### config.mk
export PLATFORM = sky130hd
export DESIGN_NAME = systolic_feeder_flat
export DESIGN_NICKNAME = d
export VERILOG_FILES = /design/src/rtl/systolic_feeder_if.sv /design/src/rtl/systolic_feeder.sv /design/src/flat_wrapper.sv
export SDC_FILE = /design/constraint.sdc
export NUM_CORES = 1
export LEC_CHECK = 0
export CORE_MARGIN = 2
export CORE_UTILIZATION = 40
export DETAILED_ROUTE_END_ITERATION = 10
export PLACE_DENSITY = 0.62
export SLEW_MARGIN = 30
export SYNTH_ARGS = -nofsm -noshare
export SYNTH_HDL_FRONTEND = slang
export SYNTH_SLANG_ARGS = --single-unit
### constraint.sdc
create_clock -name clk -period 1.8 [get_ports clk]
set_input_delay 0.18 -clock clk [delete_from_list [all_inputs] [get_ports clk]]
set_output_delay 0.18 -clock clk [all_outputs]
set_load 0.01 [all_outputs]
### src/rtl/systolic_feeder_if.sv
// Slice-input handshake and array-edge operand bundles for systolic_feeder.
// The feeder is the slave of the slice bundle and the master of the edge bundle.
interface feed_slice_if #(parameter int N = 4);
  logic         in_valid;
  logic         in_ready;
  logic         in_last;
  logic [N*8-1:0] a_in;
  logic [N*8-1:0] b_in;

  modport master (output in_valid, in_last, a_in, b_in, input in_ready);
  modport slave  (input in_valid, in_last, a_in, b_in, output in_ready);
endinterface

interface array_edge_if #(parameter int N = 4);
  logic [N*8-1:0] a_out;
  logic [N*8-1:0] b_out;
  logic           start;
  logic           enable;
  logic           push;

  modport master (output a_out, b_out, start, enable, push);
  modport slave  (input a_out, b_out, start, enable, push);
endinterface

### src/rtl/systolic_feeder.sv
// Operand feeder for an NxN int8 systolic array: accepts k-slices, skews them
// onto the left/top edges, and sequences start/enable/done for one tile.
module systolic_feeder #(
  parameter int N = 4
) (
  input  logic          clk,
  input  logic          reset,
  feed_slice_if.slave   slice,
  array_edge_if.master  arr,
  output logic          busy,
  output logic          done
);

  localparam int CW         = (N > 1) ? $clog2(2*N - 1) : 1;
  localparam int DRAIN_LAST = (N > 1) ? 2*N - 3 : 0;

  typedef enum logic [2:0] {IDLE, START, FEED, DRAIN, DONE} state_t;

  state_t        state;
  logic [CW-1:0] drain_cnt;
  logic          ready_q;
  logic          start_q;
  logic          enable_q;

  logic accept;
  logic drain;
  logic advance;
  logic clear_stages;

  assign accept       = slice.in_valid & ready_q;
  assign drain        = (state == DRAIN);
  assign advance      = accept | drain;
  assign clear_stages = (state == START);

  // NOTE: sequential state uses non-blocking assignments so every register
  // samples pre-edge values; outputs are registered alongside the next state.
  always_ff @(posedge clk or negedge reset) begin
    if (!reset) begin
      state     <= IDLE;
      drain_cnt <= '0;
      ready_q   <= 1'b0;
      start_q   <= 1'b0;
      enable_q  <= 1'b0;
      busy      <= 1'b0;
      done      <= 1'b0;
    end else begin
      start_q  <= 1'b0;
      done     <= 1'b0;
      enable_q <= advance;
      case (state)
        IDLE: begin
          if (slice.in_valid) begin
            state   <= START;
            start_q <= 1'b1;
            busy    <= 1'b1;
          end
        end
        START: begin
          state   <= FEED;
          ready_q <= 1'b1;
        end
        FEED: begin
          if (accept && slice.in_last) begin
            ready_q   <= 1'b0;
            drain_cnt <= '0;
            state     <= (N == 1) ? DONE : DRAIN;
          end
        end
        DRAIN: begin
          drain_cnt <= drain_cnt + CW'(1);
          if (drain_cnt == CW'(DRAIN_LAST)) state <= DONE;
        end
        DONE: begin
          // DONE spans the array's final enabled cycle; done fires after it.
          state <= IDLE;
          busy  <= 1'b0;
          done  <= 1'b1;
        end
        default: state <= IDLE;
      endcase
    end
  end

  // Lane i of A and lane i of B share the same i-stage skew depth.
  for (genvar i = 0; i < N; i++) begin : g_lane
    logic [7:0] a_inj;
    logic [7:0] b_inj;
    logic [7:0] a_q;
    logic [7:0] b_q;

    assign a_inj = drain ? 8'd0 : slice.a_in[i*8 +: 8];
    assign b_inj = drain ? 8'd0 : slice.b_in[i*8 +: 8];

    if (i == 0) begin : g_direct
      always_ff @(posedge clk or negedge reset) begin
        if (!reset) begin
          a_q <= '0;
          b_q <= '0;
        end else if (advance) begin
          a_q <= a_inj;
          b_q <= b_inj;
        end
      end
    end else begin : g_delay
      logic [7:0] a_stg [i];
      logic [7:0] b_stg [i];

      // NOTE: the delay-line storage is reset explicitly; a mid-tile reset
      // must leave no stale operands to leak into the next tile.
      always_ff @(posedge clk or negedge reset) begin
        if (!reset) begin
          for (int k = 0; k < i; k++) begin
            a_stg[k] <= '0;
            b_stg[k] <= '0;
          end
          a_q <= '0;
          b_q <= '0;
        end else if (clear_stages) begin
          for (int k = 0; k < i; k++) begin
            a_stg[k] <= '0;
            b_stg[k] <= '0;
          end
        end else if (advance) begin
          a_stg[0] <= a_inj;
          b_stg[0] <= b_inj;
          for (int k = 1; k < i; k++) begin
            a_stg[k] <= a_stg[k-1];
            b_stg[k] <= b_stg[k-1];
          end
          a_q <= a_stg[i-1];
          b_q <= b_stg[i-1];
        end
      end
    end

    assign arr.a_out[i*8 +: 8] = a_q;
    assign arr.b_out[i*8 +: 8] = b_q;
  end

  assign slice.in_ready = ready_q;
  assign arr.start      = start_q;
  assign arr.enable     = enable_q;
  assign arr.push       = 1'b0;

endmodule

### src/flat_wrapper.sv
// flat-port wrapper written by rule: the top's interface ports become plain ports
module systolic_feeder_flat 
#(
  parameter int N = 4
)
  (clk, reset, busy, done, slice_in_valid, slice_in_last, slice_a_in, slice_b_in, slice_in_ready, arr_a_out, arr_b_out, arr_start, arr_enable, arr_push);
  feed_slice_if #(.N(N)) slice_i ();
  array_edge_if #(.N(N)) arr_i ();
  input  logic clk;
  input  logic reset;
  output logic busy;
  output logic done;
  input wire logic [$bits(slice_i.in_valid)-1:0] slice_in_valid;
  input wire logic [$bits(slice_i.in_last)-1:0] slice_in_last;
  input wire logic [$bits(slice_i.a_in)-1:0] slice_a_in;
  input wire logic [$bits(slice_i.b_in)-1:0] slice_b_in;
  output wire logic [$bits(slice_i.in_ready)-1:0] slice_in_ready;
  output wire logic [$bits(arr_i.a_out)-1:0] arr_a_out;
  output wire logic [$bits(arr_i.b_out)-1:0] arr_b_out;
  output wire logic [$bits(arr_i.start)-1:0] arr_start;
  output wire logic [$bits(arr_i.enable)-1:0] arr_enable;
  output wire logic [$bits(arr_i.push)-1:0] arr_push;
  assign slice_i.in_valid = slice_in_valid;
  assign slice_i.in_last = slice_in_last;
  assign slice_i.a_in = slice_a_in;
  assign slice_i.b_in = slice_b_in;
  assign slice_in_ready = slice_i.in_ready;
  assign arr_a_out = arr_i.a_out;
  assign arr_b_out = arr_i.b_out;
  assign arr_start = arr_i.start;
  assign arr_enable = arr_i.enable;
  assign arr_push = arr_i.push;
  systolic_feeder #(.N(N)) u_core (.clk(clk), .reset(reset), .slice(slice_i), .arr(arr_i), .busy(busy), .done(done));
endmodule
### After elaboration in Yosys (flattened, before gate mapping)

Cells that the tools add are included.

| word-level totals | value |
|---|---|
| flip-flop bits (word level) | 171 |
| bits of input ports | 68 |
| output and inout port bits | 70 |
| word-level logic and storage cells | 83 |

| cells by class | value |
|---|---|
| $add $sub $neg | 1 |
| muxes and demuxes | 33 |
| equal/unequal tests | 8 |
| bitwise gates (word level) | 3 |
| reduce and logical (&&, ||, !) cells | 11 |

Operators with widths:

| operator | count |
|---|---|
| $mux W24 | 4 |
| $mux W8 | 12 |
| $mux W16 | 4 |
| $mux W3 | 4 |
| $pmux W3 S4 | 1 |
| $reduce_and A2 Y1 | 4 |
| $reduce_bool A2 Y1 | 4 |
| $eq A3 B2 Y1 const B | 2 |
| $eq A3 B3 Y1 const B | 2 |
| $pmux W3 S2 | 1 |
| $mux W1 | 5 |
| $ne A2 B2 Y1 const B | 2 |
| $pmux W1 S2 | 2 |
| $add A3 B1 Y3 const B | 1 |
| $eq A3 B1 Y1 const B | 1 |
| $logic_not A3 Y1 | 1 |
| $reduce_and A3 Y1 | 1 |
| $ne A2 B1 Y1 const B | 1 |
| $and A1 B1 Y1 | 1 |
| $logic_and A1 B1 Y1 | 1 |
| $not A1 Y1 | 1 |
| $or A1 B1 Y1 | 1 |

### Logic depth before layout (Yosys ltp)

Gate-level depths: netlist (run 1).

| logic depth | value |
|---|---|
| word-level depth | 4 |
| mapped depth | 6 |
| gate-level depth less buffers | 5 |

### Least setup slack after synthesis (run 1)

OpenSTA, ideal clock, no wires.

| path | value |
|---|---|
| path kind | register to register |
| start | register u_core.state[0] |
| end | register u_core.g_lane[3].b_q[5] |
| setup slack | 0.255 ns |
| library setup time | 0.125 ns |
| period minus slack after synthesis | 1.545 ns |
| arrival | 1.421 ns |
| data required time | 1.675 ns |
| path buffers | 2 |
| stages on the path, launching flop included | 6 |
| path through | dfrtp_1 nor2b_1 buf_2 o21ai_4 buf_2 mux2_2 |

| on the way | value |
|---|---|
| longest elaborated chain between the ends | 3 |
| elaborated cells between the ends (all ways) | 5 |
| classes of those cells | eq/ne (2); bitwise (2); reduce/logical (1) |

RTL lines:

| element | line | text |
|---|---|---|
| start, declared | systolic_feeder.sv:19 | `state_t state;` |
| start signal, assigned | systolic_feeder.sv:66 | `state <= (N == 1) ? DONE : DRAIN;` |
| $eq A3 B2 Y1 or $eq A3 B1 Y1 (tied branches) | systolic_feeder.sv:31, systolic_feeder.sv:33 |  |
| $or A1 B1 Y1 or $not A1 Y1 (tied branches) | n/a |  |
| $reduce_and A2 Y1 (no line) (*) | n/a |  |
| end signal, assigned | systolic_feeder.sv:131 | `b_q <= b_stg[i-1];` |
| end, declared | systolic_feeder.sv:89 | `logic [7:0] b_q;` |

Every way passes the cells marked *; elsewhere a longest branch is shown, timed or not.
A chain may end at the register's enable or synchronous reset.

### Worst setup path in the final report (run 1)

| path | value |
|---|---|
| start | register u_core.state[2] |
| end | register u_core.g_lane[2].b_q[0] |

| on the way | value |
|---|---|
| longest elaborated chain between the ends | 3 |
| elaborated cells between the ends (all ways) | 5 |
| classes of those cells | eq/ne (2); bitwise (2); reduce/logical (1) |

RTL lines:

| element | line |
|---|---|
| $eq A3 B2 Y1 or $eq A3 B1 Y1 (tied branches) | systolic_feeder.sv:31, systolic_feeder.sv:33 |
| $or A1 B1 Y1 or $not A1 Y1 (tied branches) | n/a |
| $reduce_and A2 Y1 (no line) (*) | n/a |
| end signal, assigned | systolic_feeder.sv:131 |
| end, declared | systolic_feeder.sv:89 |

Marks and branches as above.

==> impl_metrics.yaml, run 1 <==
status:
  status: "completed"
sta:
  hold_slack_ns: 0.293
  fmax_mhz: 612
  max-slew-margin-rel: 0.636
  setup_viol: 0
  tightest_slew_ns: 0.546
  hold_violations: 0
  tns_ns: 0
  clock_skew_ns: 0.00797
  setup_ws_ns: 0.167
  period_share: 0.907
  fin_crit_ns: 1.63
  rsz0062_at_grt: "false"
  slew_viol_final: 0
worst_setup_path:
  arrival_ns: 1.93
  crit_family: "flip-flops"
  path_max_fanout: 37
  cp-start-kind: "register"
  crit_required_ns: 2.10
  r2r_setup_slack_ns: 0.17
  worst-path-buf-inv: 1
  critical-path-max-stage-delay_ns: 0.46
  worst_setup_path_end_kind: "register"
  cp_cell_sequence: "nand3b_1 > o21ai_4 > buf_12 > mux2_2"
  critPathSlowestCell: "dfrtp_1"
  criticalPathCategory: "reg2reg"
power:
  p_int_mw: 10.4
  p_seq_frac: 0.391
  leakagePower_nw: 4.00
  p_sw_frac: 0.319
  p_sw_mw: 4.90
  ir_drop_uv: 1080
  p_clk_frac: 0.248
  p_per_area_nw_per_um2: 1740
  power_mw: 15.3
  p_comb_frac: 0.362
yosys:
  synth_top_area_share: 0.662
  ys_seq_area_frac: 0.662
  syn_nets: 607
  netlist_instances: 537
  synthFlopType: "dfrtp_1"
  synth_most_common_cell: "dfrtp_1"
  yosys_warnings: 0
  yosys-top-cells-count: "171 x dfrtp_1, 136 x nand2_1, 66 x a21oi_1"
  syn_area_um2: 6470
  yosysTopAreaCell: "dfrtp_1"
  synth-seq-cells: 171
  synthTopCellsByArea: "dfrtp_1 66%, nand2_1 7.9%, mux2_2 7.8%"
  synth_enable_flop_cells: 0
  synth.avg_cell_area_um2: 12.0
  async_flop_share: 1.00
  yosysUniqueCellTypes: 28
final_layout:
  drive_above_1_share: 0.147
  finalNetCount: 744
  area.growth.synth_to_final_pct: 36.0
  design_area_um2: 8800
  num_antenna_cells: 0
cts:
  cts_tree: "yes"
  clock_latency_ns: 0.42
  hold_buffers: 1
  htreeDepth: 4
  cts_sinks: 171
  clockRootBuffer: "clkbuf_16"
  numCtsBuffers: 17
  cts_setup_buffers: 0
  cts_resized: 0
  clk_pin_slew_worst_paths_ns: 0.06
  clockBufferDepth: 2
route:
  remaining_drc_errors: 0
  wl_mm: 14.2
  first_pass_iters: 6
  vias: 4453
  via_per_inst: 4.93
  drtAntennaViolNets: 0
  post_drt_wl_per_cell_um: 15.7
  first_iter_violations: 278
placed_design:
  dpl.hpwl_mm: 9.23
  routabilityCongestion: 0.738
  place_area_um2: 8170
  io_buffers: 136
  preCtsSetupSlack_ns: 0.0294
floorplanning:
  start_util: 0.409
  io_pins: 138
  dieHeight_um: 131
  dieArea_um2: 17200
  die_x_um: 131
  placeableCoreArea_um2: 15800
  rows: 46
grt:
  antenna_found_initial: 0
  grtUsageTotal: 0.174
  top_usage_layer: "met2"
  grt_max_degree: 55
  grt_pass1_vias: 4822
  grt_pass1_wl_mm: 24.2
  grt_util_met3: 0.0421
  grtUsageMet2: 0.290
  gr-total-overflow: 0
  use_met1: 0.224
flow_run:
  drv_cap: 0
hold_path:
  hold_class: "in2async"
==> state kept, by name, summed over array words and instances (netlist names) <==
register / count
u_core.arr.enable: 1
u_core.arr.start: 1
u_core.busy: 1
u_core.done: 1
u_core.drain_cnt: 3
u_core.g_lane.a_q: 32
u_core.g_lane.b_q: 32
u_core.g_lane.g_delay.a_stg: 48
u_core.g_lane.g_delay.b_stg: 48
u_core.slice.in_ready: 1
u_core.state: 3
==> through the flow <==
stage	util	std cells
4_1_cts	0.556	903
2_1_floorplan	-	537
3_5_place_dp	0.516	870
6_report	0.556	903
5_1_grt	0.556	903
3_3_place_gp	0.516	870
==> path summary, 6_finish.rpt <==
path | endpoint | start | depth (start not counted)
max | u_core.g_lane[2].b_q[0] | u_core.state[2] | 4
min | u_core.g_lane[2].a_q[6] | reset | 2
max reg2reg | u_core.g_lane[2].b_q[0] | u_core.state[2] | 4
min reg2reg | u_core.g_lane[3].g_delay.a_stg[11] | u_core.g_lane[3].g_delay.a_stg[19] | 1
max in group asynchronous | u_core.done | reset | 3
min in group clk | u_core.g_lane[0].b_q[7] | slice_b_in[7] | 3
==> kinds of logic (layout without fill, tap and decap cells) <==
logic type,count (synthesis),count (layout),synth area share
compound gates,120,120,0.123
fa+ha+maj,2,2,0.00387
buf+inv,43,193,0.0327
mux,48,48,0.0836
flops,171,171,0.662
simple gates,152,152,0.0942
other cells,1,1,0.000580
==> metal layers <==
layer / routed length (um) / vias to the layer above
li1: - / 2107
met1: 6360 / 2244
met2: 6970 / 85
met3: 581 / 17
met4: 237 / 0
met5: 0 / -
==> cell type report <==
| cell class | count | area (um2) |
|---|---|---|
| clock buffers | 20 | 447 |
| clock inverters | 12 | 169 |
| fillers | 1350 | 7030 |
| inverters | 4 | 15.0 |
| multi-input cells | 323 | 1990 |
| flip-flops and latches | 171 | 4280 |
| well taps | 216 | 270 |
| repair buffers | 157 | 1620 |
==> power by group through the flow <==
stage | combinational, mW | clock [mW] | sequential [mW]
floorplan | 2.96 | 0 | 6.03
global placement | 5.47 | 0 | 6.01
detailed placement | 5.63 | 0 | 6.07
CTS | 5.65 | 3.88 | 6.01
global route | 6.07 | 4.04 | 6.18
finish | 5.55 | 3.80 | 5.99
==> placed cells by master (no fill, tap or decap), types with 5 or more instances in the layout <==
cell	synthesis	final
dfrtp_1	171	171
nand2_1	136	135
clkdlybuf4s50_1	0	135
a21oi_1	66	66
a22o_1	49	49
mux2_2	45	45
clkbuf_16	0	17
buf_4	10	12
buf_12	0	8
clkinv_2	0	5
Note: power is estimated with default switching activity, not from simulation.
==> run 2: changes to the inputs <==
==> constraint.sdc (replaced) <==
create_clock -name clk -period 1.8 [get_ports clk]
set_input_delay 0.54 -clock clk [delete_from_list [all_inputs] [get_ports clk]]
set_output_delay 0.54 -clock clk [all_outputs]
set_load 0.01 [all_outputs]
==> impl_metrics.yaml, run 2 (synthesis gave the netlist of run 1 again) <==
worst_setup_path:
  arrival_ns: 1.20
  path_max_fanout: 5
  crit_required_ns: 1.26
  criticalPathCategory: "reg2out"
  worst_setup_path_end_kind: "output pin"
  cp-start-kind: "register"
floorplanning:
  io_pins: 138
  dieHeight_um: 131
  placeableCoreArea_um2: 15800
  start_util: 0.409
  dieArea_um2: 17200
  rows: 46
  die_x_um: 131
placed_design:
  dp_cells: 877
  place_area_um2: 8230
  preCtsSetupSlack_ns: -0.421
  dpl.hpwl_mm: 9.35
  io_buffers: 136
  routabilityCongestion: 0.712
sta:
  slew_viol_final: 0
  fmax_mhz: 574
  fin_crit_ns: 1.74
  tightest_slew_ns: 0.553
  setup_viol: 0
  tns_ns: 0
  setup_ws_ns: 0.0577
  clock_skew_ns: 0.00458
  max-slew-margin-rel: 0.631
  hold_slack_ns: 0.0382
  hold_violations: 0
  period_share: 0.968
final_layout:
  n_fill_cell: 1379
  top_regs: "u_core.g_lane.g_delay.a_stg (48), u_core.g_lane.g_delay.b_stg (48)"
  drive_above_1_share: 0.162
  fin_util: 0.558
  num_antenna_cells: 0
  multi_input_area_um2: 2000
  finalNetCount: 753
  regArea_um2: 4280
  layout_common_cells: "170 x dfrtp_1, 135 x nand2_1, 68 x dlygate4sd2_1, 66 x a21oi_1, 65 x clkdlybuf4s50_1"
  final_common_cell: "dfrtp_1"
  fin_cells: 912
  design_area_um2: 8820
  area.growth.synth_to_final_pct: 36.4
power:
  leakagePower_nw: 4.32
  ir_drop_uv: 719
  p_per_area_nw_per_um2: 1720
  power_mw: 15.2
route:
  drtAntennaViolNets: 0
  vias: 4546
  post_drt_wl_per_cell_um: 16.1
  via_per_inst: 4.98
  wl_mm: 14.7
  first_iter_violations: 333
  first_pass_iters: 4
  remaining_drc_errors: 0
grt:
  gr-total-overflow: 0
  grtUsageTotal: 0.176
  antenna_found_initial: 0
  grt_pass1_vias: 4741
  grt_pass1_wl_mm: 24.0
  grt_max_degree: 65
cts:
  hold_buffers: 0
  clock_latency_ns: 0.42
  numCtsBuffers: 17
  clockRootBuffer: "clkbuf_16"
  cts_sinks: 171
  htreeDepth: 4
  clockBufferDepth: 2
  clk_pin_slew_worst_paths_ns: 0.06
  cts_tree: "yes"
flow_run:
  drv_cap: 0
status:
  status: "completed"
hold_path:
  hold_class: "in2async"
==> run 2: changes by cell type in the layout (fill, tap and decap cells not counted), sizes merged, moves of 2 or more <==
cell and change:
bufinv -2, buf +8, dlygate4sd2 +68, clkbuf +4, clkdlybuf4s50 -70
==> run 2: metal layers <==
layer / global-route usage / wire [um]
met1: 0.226 / 6510
met2: 0.287 / 7220
met3: 0.0428 / 709
met4: 0.0719 / 233
met5: 0 / 0
==> run 2: worst paths after layout <==
kind | from | end | slack, ns | cells after the start
min reg2reg | u_core.g_lane[2].g_delay.b_stg[14] | u_core.g_lane[2].g_delay.b_stg[6] | 0.49 | 1
max in group asynchronous | reset | u_core.g_lane[3].b_q[3] | 1.17 | 2
min | reset | u_core.g_lane[2].g_delay.a_stg[6] | 0.04 | 1
max reg2reg | u_core.state[2] | u_core.g_lane[3].g_delay.a_stg[2] | 0.09 | 7
min in group clk | u_core.g_lane[2].g_delay.b_stg[14] | u_core.g_lane[2].g_delay.b_stg[6] | 0.49 | 1
max | u_core.slice.in_ready | slice_in_ready | 0.06 | 2
==> run 2: repair_timing <==
| action | CTS | global route |
|---|---|---|
| endpoints found under the hold margin | 0 | 0 |
| cloned | 0 | 2 |
| pin swaps | 0 | 1 |
| resized for setup | 70 | 5 |
| setup endpoints to repair | 69 | 121 |
| setup buffers | 0 | 1 |
==> run 2: layout make-up <==
| class | count | share of cell area |
|---|---|---|
| well taps | 216 | 0.0306 |
| clock buffers | 23 | 0.0564 |
| repair buffers | 165 | 0.187 |
| flip-flops and latches | 171 | 0.485 |
| clock inverters | 9 | 0.0126 |
| multi-input cells | 324 | 0.227 |
| inverters | 4 | 0.00170 |
==> run 2: where the power goes <==
part	total, mW	switching [mW]	internal [mW]
combinational	5.50	2.79	2.71
clock	3.70	1.47	2.23
sequential	5.95	0.734	5.22
total	15.2	5.00	10.2
==> run 2: critical path: stages (launching register included) <==
cell and delay (ns):
dfrtp_1 0.38, buf_4 0.15, clkdlybuf4s15_1 0.24
==> run 3: changes to the inputs <==
- DONT_BUFFER_PORTS: not set -> 1
- PLACE_DENSITY: 0.62 -> 0.51
==> impl_metrics.yaml, run 3 (synthesis gave the netlist of run 1 again) <==
cts:
  clockRootBuffer: "clkbuf_16"
  cts_tree: "yes"
  clockBufferDepth: 2
  clock_latency_ns: 0.42
  cts_setup_buffers: 0
  htreeDepth: 4
  cts_resized: 0
  cts_sinks: 171
  clk_pin_slew_worst_paths_ns: 0.06
  numCtsBuffers: 17
final_layout:
  finalNetCount: 601
  drive_above_1_share: 0.173
  top_regs: "u_core.g_lane.g_delay.a_stg (48), u_core.g_lane.g_delay.b_stg (48)"
  final_common_cell: "dfrtp_1"
  num_antenna_cells: 0
  layout_common_cells: "171 x dfrtp_1, 135 x nand2_1, 66 x a21oi_1, 49 x a22o_1, 45 x mux2_2"
  fin_cells: 759
  n_fill_cell: 1490
  area.growth.synth_to_final_pct: 13.6
sta:
  slew_viol_final: 0
  period_share: 0.922
  setup_viol: 0
  hold_violations: 171
  hold_slack_ns: -0.180
  max-slew-margin-rel: 0.517
  tightest_slew_ns: 0.725
  clock_skew_ns: 0.0107
  fmax_mhz: 603
  rsz0062_at_grt: "false"
  fin_crit_ns: 1.66
floorplanning:
  dieHeight_um: 131
  rows: 46
  placeableCoreArea_um2: 15800
  io_pins: 138
  dieArea_um2: 17200
  die_x_um: 131
  start_util: 0.409
worst_setup_path:
  arrival_ns: 1.96
  worst_setup_path_end_kind: "register"
  r2r-start: "u_core.state[2]"
  r2r_setup_slack_ns: 0.14
  cp_cell_sequence: "nand3b_1 > o21ai_4 > buf_12 > mux2_2"
  critPathSlowestCell: "dfrtp_1"
  cp-start-kind: "register"
  path_max_fanout: 47
  cp-endpoint: "u_core.g_lane[3].b_q[5]"
  critical-path-max-stage-delay_ns: 0.46
  worst-r2r-cell-count: 4
  crit_required_ns: 2.10
  criticalPathCategory: "reg2reg"
  crit_start: "u_core.state[2]"
  r2r-end: "u_core.g_lane[3].b_q[5]"
grt:
  grtUsageTotal: 0.162
  grt_max_degree: 172
  grt_pass1_wl_mm: 22.2
  gr-total-overflow: 0
  grt_pass1_vias: 4158
  antenna_found_initial: 0
power:
  p_sw_mw: 4.58
  leakagePower_nw: 3.45
  p_sw_frac: 0.329
  ir_drop_uv: 691
  p_clk_frac: 0.274
  p_per_area_nw_per_um2: 1900
  p_comb_frac: 0.270
  p_seq_frac: 0.456
  power_mw: 13.9
  p_int_mw: 9.35
route:
  wl_met1_mm: 5.76
  wl_mm: 13.0
  drtAntennaViolNets: 0
  first_pass_iters: 5
  highest_layer: "met4"
  post_drt_wl_per_cell_um: 17.2
  routed-wl-met3_um: 865
  remaining_drc_errors: 0
  via_per_inst: 5.16
  vias: 3916
  wl_met2_mm: 6.18
  first_iter_violations: 244
status:
  violations: "hold timing"
  status: "finished, violations left"
placed_design:
  dpl.hpwl_mm: 8.10
  dp_cells: 728
  routabilityCongestion: 0.706
  io_buffers: 0
flow_run:
  drv_cap: 0
hold_path:
  hold_class: "in2async"
## run 3: cell types whose count changed in the layout (fill, tap and decap cells not counted), sizes merged, moves of 2 or more
| cell | previous run | this run |
|---|---|---|
| inv | 4 | 6 |
| buf | 29 | 14 |
| clkbuf | 24 | 20 |
| clkdlybuf4s50 | 65 | 0 |
| bufinv | 2 | 4 |
| dlygate4sd2 | 68 | 0 |
## run 3: worst max-delay path: cells and delay by family (launching register included)
family	cells	cell delay, ns
compound gates	1	0.15
buf+inv	1	0.27
flops	1	0.46
mux	1	0.37
simple gates	1	0.27
## run 3: metrics by stage
stage	utilization	setup WS, ns	setup TNS (ns)	area [um2]	hold WS (ns)
final	0.464	0.141	0	7350	-0.180
after floorplan	-	0.255	0	6470	0.244
after global routing	0.464	0.0308	0	7350	-0.204
after CTS	0.464	0.127	0	7350	-0.205
after detailed placement	0.425	0.103	0	6730	0.251
after global placement	0.422	-0.179	-8.46	6670	0.252
## run 3: cell type report
type                       count  area, um2  share of cell area
timing repair buffer          14        170              0.0232
tap                          216        270              0.0368
clock inverter                11        165              0.0225
inverter                       4       15.0             0.00204
sequential                   171       4280               0.582
clock buffer                  20        457              0.0621
multi-input combinational    323       1990               0.271
## run 3: power groups by stage
stage	Clock [mW]	Combinational (mW)	Sequential, mW
floorplan	0	2.96	6.03
global placement	0	3.56	6.40
detailed placement	0	3.86	6.45
CTS	3.93	3.85	6.38
global route	4.12	4.22	6.54
finish	3.82	3.76	6.35
## run 3: how the worst min path moves through the flow
stage	start	to
5_1_grt	reset	u_core.g_lane[3].a_q[5]
3_5_place_dp	reset	u_core.g_lane[3].a_q[5]
4_1_cts	reset	u_core.g_lane[3].a_q[2]
6_report	reset	u_core.g_lane[3].a_q[5]
2_1_floorplan	reset	u_core.arr.enable
3_3_place_gp	reset	u_core.g_lane[3].a_q[5]
## run 3: per-layer routing
metal | global-route usage | up-vias
met1 | 0.209 | 1970
met3 | 0.0532 | 18
met4 | 0.0676 | 0
li1 | - | 1826
met5 | 0 | -
met2 | 0.253 | 102
